**src/rtl/display_pkg.sv**
```systemverilog
// Shared constants and types for the memory-mapped seven-segment display peripheral.
// Register offsets, CTRL field layout and reset values live here.
package display_pkg;

  localparam logic [3:0] DATA_OFF   = 4'h0;
  localparam logic [3:0] CTRL_OFF   = 4'h4;
  localparam logic [3:0] STATUS_OFF = 4'h8;

  localparam int CTRL_MASK_LSB  = 0;
  localparam int CTRL_BLANK_BIT = 8;
  localparam int CTRL_BLINK_BIT = 9;

  localparam logic [31:0] CTRL_RST = 32'h0000_000F;
  localparam logic [6:0]  SEG_OFF  = 7'h7F;

  typedef enum logic [1:0] {
    REG_DATA,
    REG_CTRL,
    REG_STATUS,
    REG_NONE
  } reg_sel_e;

  typedef struct packed {
    logic       blink;
    logic       blank;
    logic [3:0] mask;
  } ctrl_t;

  // Maps a word-aligned offset inside the 16-byte window to a register.
  function automatic reg_sel_e decode_offset(input logic [3:0] off);
    case (off)
      DATA_OFF:   return REG_DATA;
      CTRL_OFF:   return REG_CTRL;
      STATUS_OFF: return REG_STATUS;
      default:    return REG_NONE;
    endcase
  endfunction

  function automatic ctrl_t ctrl_from_word(input logic [31:0] w);
    ctrl_t c;
    c.blink = w[CTRL_BLINK_BIT];
    c.blank = w[CTRL_BLANK_BIT];
    c.mask  = w[CTRL_MASK_LSB +: 4];
    return c;
  endfunction

  function automatic logic [31:0] ctrl_to_word(input ctrl_t c);
    logic [31:0] w;
    w = 32'h0;
    w[CTRL_BLINK_BIT]     = c.blink;
    w[CTRL_BLANK_BIT]     = c.blank;
    w[CTRL_MASK_LSB +: 4] = c.mask;
    return w;
  endfunction

endpackage

```
**src/rtl/seven_segments.sv**
```systemverilog
// Hex nibble to common-anode seven-segment pattern, {g,f,e,d,c,b,a}, active-low.
module seven_segments (
  input  logic [3:0] data,
  output logic [6:0] segments
);

  always_comb begin
    segments = 7'h7F;
    case (data)
      4'h0: segments = 7'b100_0000;
      4'h1: segments = 7'b111_1001;
      4'h2: segments = 7'b010_0100;
      4'h3: segments = 7'b011_0000;
      4'h4: segments = 7'b001_1001;
      4'h5: segments = 7'b001_0010;
      4'h6: segments = 7'b000_0010;
      4'h7: segments = 7'b111_1000;
      4'h8: segments = 7'b000_0000;
      4'h9: segments = 7'b001_0000;
      4'hA: segments = 7'b000_1000;
      4'hB: segments = 7'b000_0011;
      4'hC: segments = 7'b100_0110;
      4'hD: segments = 7'b010_0001;
      4'hE: segments = 7'b000_0110;
      4'hF: segments = 7'b000_1110;
      default: segments = 7'h7F;
    endcase
  end

endmodule

```
**src/rtl/display_mmio.sv**
```systemverilog
// Bus-attached 4-digit multiplexed seven-segment display: DATA/CTRL/STATUS registers,
// a prescaled digit scan with blink phase, and registered anode/segment drive.
module display_mmio
  import display_pkg::*;
#(
  parameter logic [31:0] BASE_ADDR  = 32'h0000_0400,
  parameter int          NUM_DIGITS = 4,
  parameter int          SCAN_DIV   = 50000,
  parameter int          BLINK_BITS = 8
) (
  input  logic                  clk,
  input  logic                  rst,
  input  logic                  MemWrite,
  input  logic [31:0]           DataAdr,
  input  logic [31:0]           WriteData,
  output logic [31:0]           ReadData,
  output logic [NUM_DIGITS-1:0] an,
  output logic [6:0]            segments
);

  localparam int              PW         = $clog2(SCAN_DIV);
  localparam logic [PW-1:0]   PRESC_LAST = PW'(SCAN_DIV - 1);
  localparam logic [1:0]      IDX_LAST   = 2'(NUM_DIGITS - 1);

  reg_sel_e sel;
  logic     wr_data, wr_ctrl;

  logic [15:0]           data_q, data_d;
  ctrl_t                 ctrl_q, ctrl_d;
  logic [15:0]           wcnt_q, wcnt_d;
  logic [PW-1:0]         presc_q, presc_d;
  logic [1:0]            idx_q, idx_d;
  logic [BLINK_BITS-1:0] scan_q, scan_d;
  logic [NUM_DIGITS-1:0] an_q, an_d;
  logic [6:0]            seg_q, seg_d;

  logic       lit;
  logic [3:0] nibble;
  logic [6:0] seg_dec;

  logic unused_wdata;
  assign unused_wdata = ^WriteData[31:16];

  // Only word-aligned accesses to the three defined slots of our window hit.
  always_comb begin
    sel = REG_NONE;
    if (DataAdr[31:4] == BASE_ADDR[31:4] && DataAdr[1:0] == 2'b00) begin
      sel = decode_offset(DataAdr[3:0]);
    end
  end

  assign wr_data = MemWrite && (sel == REG_DATA);
  assign wr_ctrl = MemWrite && (sel == REG_CTRL);

  always_comb begin
    ReadData = 32'h0;
    case (sel)
      REG_DATA:   ReadData = {16'h0, data_q};
      REG_CTRL:   ReadData = ctrl_to_word(ctrl_q);
      REG_STATUS: ReadData = {wcnt_q, 14'h0, idx_q};
      default:    ReadData = 32'h0;
    endcase
  end

  always_comb begin
    data_d = data_q;
    ctrl_d = ctrl_q;
    wcnt_d = wcnt_q;
    if (wr_data) begin
      data_d = WriteData[15:0];
      wcnt_d = wcnt_q + 16'd1;
    end
    if (wr_ctrl) begin
      ctrl_d = ctrl_from_word(WriteData);
    end
  end

  // Each digit holds for SCAN_DIV cycles; a full pass over the digits bumps the blink counter.
  always_comb begin
    presc_d = presc_q + PW'(1);
    idx_d   = idx_q;
    scan_d  = scan_q;
    if (presc_q == PRESC_LAST) begin
      presc_d = '0;
      if (idx_q == IDX_LAST) begin
        idx_d  = 2'd0;
        scan_d = scan_q + BLINK_BITS'(1);
      end else begin
        idx_d = idx_q + 2'd1;
      end
    end
  end

  always_comb begin
    nibble = 4'h0;
    case (idx_q)
      2'd0:    nibble = data_q[3:0];
      2'd1:    nibble = data_q[7:4];
      2'd2:    nibble = data_q[11:8];
      default: nibble = data_q[15:12];
    endcase
  end

  seven_segments u_dec (
    .data     (nibble),
    .segments (seg_dec)
  );

  assign lit = !ctrl_q.blank && ctrl_q.mask[idx_q] &&
               !(ctrl_q.blink && scan_q[BLINK_BITS-1]);

  always_comb begin
    an_d  = '1;
    seg_d = SEG_OFF;
    for (int i = 0; i < NUM_DIGITS; i++) begin
      if (lit && idx_q == 2'(i)) begin
        an_d[i] = 1'b0;
      end
    end
    if (lit) begin
      seg_d = seg_dec;
    end
  end

  always_ff @(posedge clk or negedge rst) begin
    if (!rst) begin
      data_q  <= 16'h0;
      ctrl_q  <= ctrl_from_word(CTRL_RST);
      wcnt_q  <= 16'h0;
      presc_q <= '0;
      idx_q   <= 2'd0;
      scan_q  <= '0;
      an_q    <= '1;
      seg_q   <= SEG_OFF;
    end else begin
      data_q  <= data_d;
      ctrl_q  <= ctrl_d;
      wcnt_q  <= wcnt_d;
      presc_q <= presc_d;
      idx_q   <= idx_d;
      scan_q  <= scan_d;
      an_q    <= an_d;
      seg_q   <= seg_d;
    end
  end

  assign an       = an_q;
  assign segments = seg_q;

endmodule
```
**config.mk**
```make
export PLATFORM = sky130hd
export DESIGN_NAME = display_mmio
export DESIGN_NICKNAME = d
export VERILOG_FILES = /design/src/rtl/display_pkg.sv /design/src/rtl/seven_segments.sv /design/src/rtl/display_mmio.sv
export SDC_FILE = /design/constraint.sdc
export NUM_CORES = 1
export LEC_CHECK = 0
export CAP_MARGIN = 20
export CELL_PAD_IN_SITES_DETAIL_PLACEMENT = 2
export CELL_PAD_IN_SITES_GLOBAL_PLACEMENT = 2
export CORE_MARGIN = 10
export CORE_UTILIZATION = 30
export DETAILED_ROUTE_END_ITERATION = 8
export PLACE_DENSITY_LB_ADDON = 0.1
export SYNTH_ARGS = -nofsm -noshare
export SYNTH_HDL_FRONTEND = slang
export SYNTH_SLANG_ARGS = --single-unit
```
**constraint.sdc**
```tcl
create_clock -name clk -period 2.65 [get_ports clk]
set_input_delay 0.3975 -clock clk [delete_from_list [all_inputs] [get_ports clk]]
set_output_delay 0.3975 -clock clk [all_outputs]
set_load 0.01 [all_outputs]
```
==> results of run 1 <==
## worst max-delay path: cells and delay by family
kind | cells | cell delay (ns)
buf+inv | 6 | 0.87
simple gates | 3 | 0.91
## cell usage after synthesis, drive strengths merged (3+ instances only)
master / number / share of area
mux2: 26 / 0.075
buf: 3 / 0.0061
dfstp: 15 / 0.10
and4: 4 / 0.0089
o221ai: 4 / 0.0089
nor4: 11 / 0.042
nand3: 13 / 0.017
xor2: 9 / 0.020
mux2i: 4 / 0.010
dfrtp: 60 / 0.38
a222oi: 5 / 0.013
o21ai: 3 / 0.0038
nand2: 25 / 0.024
nor2: 19 / 0.018
nor2b: 3 / 0.0048
nand2b: 3 / 0.0048
ha: 12 / 0.038
a22o: 5 / 0.011
and3: 7 / 0.011
nor3: 5 / 0.0077
nand4: 16 / 0.029
xnor2: 27 / 0.060
inv: 14 / 0.013
and2: 29 / 0.046
a21oi: 6 / 0.0077
clkbuf: 7 / 0.0067
## how the worst min path moves through the flow
| stage | start | end | slack [ns] | depth (start not counted) |
|---|---|---|---|---|
| floorplan | rst | ctrl_q[4] | 0.10 | 0 |
| global placement | rst | data_q[12] | 0.46 | 1 |
| detailed placement | rst | data_q[12] | 0.45 | 1 |
| CTS | rst | data_q[12] | 0.08 | 1 |
| global route | rst | data_q[12] | 0.11 | 1 |
| finish | rst | data_q[12] | 0.07 | 1 |
## cells by family after synthesis
| group | after synthesis | share of synthesized area |
|---|---|---|
| AOI/OAI and AO/OA | 28 | 0.0534 |
| and+or+nand+nor | 141 | 0.227 |
| buffers and inverters | 24 | 0.0262 |
| DFF | 75 | 0.484 |
| muxes | 31 | 0.0907 |
| xor gates and xnor gates | 36 | 0.0805 |
| adders and majority gates | 12 | 0.0383 |
## through the flow
step,setup WS [ns],cells,total power (W),utilization
after floorplan,0.412,347,0.00118,-
after global placement,-0.497,619,0.00129,0.405
after detailed placement,-0.547,619,0.00130,0.405
after CTS,0.00374,655,0.00244,0.430
after global routing,0.00293,657,0.00249,0.439
final,0.0728,657,0.00240,0.439
## metal layers
metal / wire length [um] / up-vias / share of wire / GRT usage
met5: 0 / - / 0 / 0
met4: 168 / 0 / 0.014 / 0.0490
met3: 502 / 14 / 0.041 / 0.0317
met2: 6170 / 64 / 0.50 / 0.237
met1: 5520 / 1594 / 0.45 / 0.174
li1: - / 1496 / - / -
## final cells by class
type	count	area (sq um)
Fill cell	1365	7130
Tap cell	172	215
Inverter	14	52.6
Sequential cell	75	1900
Clock inverter	5	31.3
Multi-Input combinational cell	248	2000
Timing Repair Buffer	132	1170
Clock buffer	11	233
## sequential cells by signal, summed over array words and instances, names as in the netlist
name      count
an            4
ctrl_q        6
data_q       16
idx_q         2
presc_q      16
scan_q        8
segments      7
wcnt_q       16
## repair_timing
| item | CTS | global route |
|---|---|---|
| setup buffers | 18 | 3 |
| endpoints found under the setup margin | 32 | 36 |
| pin swaps | 12 | 14 |
| gates resized for setup | 146 | 30 |
| gates cloned | 2 | 0 |
## report_power, final
| part | switching [W] | total, W | internal, W |
|---|---|---|---|
| sequential | 0.00000000000354 | 0.00115 | 0.00115 |
| clock | 0.000501 | 0.00113 | 0.000633 |
| combinational | 0.0000575 | 0.000122 | 0.0000650 |
| total | 0.000558 | 0.00240 | 0.00184 |
==> metrics.cfg, run 1 <==
[yosys]
synth_fp_nets = 426
synth_enable_flop_cells = 0
syn-cell-area_sq_um = 3920
synth.yosys.seq_area_share = 0.484
synth_seq_cells = 75
ys.flop_type = sky130_fd_sc_hd__dfrtp_1
avg_cell_area_syn_sq_um = 11.3
synthesis.yosys.warnings = 0
ys_types = 42
syn-instance-count = 347
postSynth.asyncResetShare = 1.00

[timing]
final_period_minus_worst_setup_slack_ns = 2.58
period_share = 0.973
max_clock_freq_mhz = 388
timing_max_transition_violations_final = 0
setup_viol_count_final = 0
tightestPinTransition_ns = 0.695
rsz0062_at_grt = false
relSlewSlack = 0.528
clock-skew-final_ns = 0.00356
fin_worst_hold_slack_ns = 0.0691
timing_hold_violations_final = 0
final.setup.tns_ns = 0

[setup_path]
r2r-end = segments[5]
critical_path.startpoint = DataAdr[15]
path_class = input port to output pin
cp.arrival_ns = 2.18
critical_path.startpoint_type = input port
worst-r2r-cell-count = 9
crit_required_ns = 2.25
critical_path.endpoint_type = output pin
rr_startpoint = idx_q[1]
reg2reg_slack_ns = 0.26
cpMaxStageDelayCell = sky130_fd_sc_hd__or4_4
worst_setup_path_endpoint = ReadData[19]
worst_path_most_repeated_cell = sky130_fd_sc_hd__buf_4
critical_path.cell_chain = dlygate4sd2_1 -> or4_4 -> nor4_4 -> buf_4 -> buf_6 -> buf_4 -> buf_4 -> and2_1 -> buf_2
critical-path-max-stage-delay_ns = 0.53
worst-path-max-fanout = 3

[detailed_routing]
drt-initial-drc-count = 142
finalWirelength_um = 12400
drt-wirelength-per-cell_um = 18.8
drc_violation_count_after_routing = 0
num_vias = 3168
route.detailed.vias_per_inst = 4.82
detail_route_antenna_nets = 0
drt_pass1_iterations = 4

[power]
vdd_ir_drop_max_mv = 0.276
p_per_area_nw_per_um2 = 430
static-leakage-power_nw = 2.71

[floorplanning]
initial_core_utilization = 0.308
floorplan.die_area_sq_um = 18000
boundaryPins = 110
core.rowCount = 41
die_y_um = 134
die_wd_um = 134
design.core.area_sq_um = 12700

[clocking]
cts_made_buffers = 9
clock_path_buffers = 2
cts.reportedPaths.clkPinSlew_ns = 0.06
clock_tree_from_tritoncts = done
cts_hold_buf = 0
clock_tree.htree_level_count = 3
clock-sinks = 75
worstSkewPairLatency_ns = 0.34
cts_root_buffer = sky130_fd_sc_hd__clkbuf_16

[placed_design]
port_buffers = 93
place_congestion = 0.735
detailed_place.area_sq_um = 5150
place_hpwl_um = 8950

[cells_and_area]
mostFrequentLayoutCell = sky130_fd_sc_hd__dfrtp_1
layout.cell_area.non_filler_sq_um = 5590
post_route_cells_drive_above_1_share = 0.270
nets = 559
layout.cells.most_common_list = sky130_fd_sc_hd__dfrtp_1 (59), sky130_fd_sc_hd__buf_4 (32), sky130_fd_sc_hd__clkdlybuf4s50_1 (28)
n_antenna_cell = 0
synthToLayoutAreaGrowth_pct = 42.7

[global_routing]
grt.overflow.total = 0
grt_usage = 0.141
grt_pass1_vias = 3526
grt_first_pass_wirelength_um = 20200
antenna_found_initial = 0
grt_start_max_net_pins = 26

[min_path]
worst_hold_path_type = input port to async pin

[job]
maxCapViolCount = 0

[outcome]
status = complete, no violations

Note: power is estimated with default switching activity, not from simulation.
==> run 2, diff against run 1 <==
--- a/config.mk
+++ b/config.mk
@@ -10,6 +10,7 @@
 export CELL_PAD_IN_SITES_GLOBAL_PLACEMENT = 2
 export CORE_MARGIN = 10
 export CORE_UTILIZATION = 30
+export CTS_CLUSTER_SIZE = 40
 export DETAILED_ROUTE_END_ITERATION = 8
 export PLACE_DENSITY_LB_ADDON = 0.1
 export SYNTH_ARGS = -nofsm -noshare
==> results of run 2 <==
No change in the layout: final DEF, timing and power equal those of run 1.
==> run 3, diff against run 2 <==
--- a/config.mk
+++ b/config.mk
@@ -10,9 +10,11 @@
 export CELL_PAD_IN_SITES_GLOBAL_PLACEMENT = 2
 export CORE_MARGIN = 10
 export CORE_UTILIZATION = 30
+export CTS_CLUSTER_DIAMETER = 30
 export CTS_CLUSTER_SIZE = 40
 export DETAILED_ROUTE_END_ITERATION = 8
 export PLACE_DENSITY_LB_ADDON = 0.1
+export SKIP_LAST_GASP = 1
 export SYNTH_ARGS = -nofsm -noshare
 export SYNTH_HDL_FRONTEND = slang
 export SYNTH_SLANG_ARGS = --single-unit
==> results of run 3 <==
No change in the layout: final DEF, timing and power equal those of run 1.
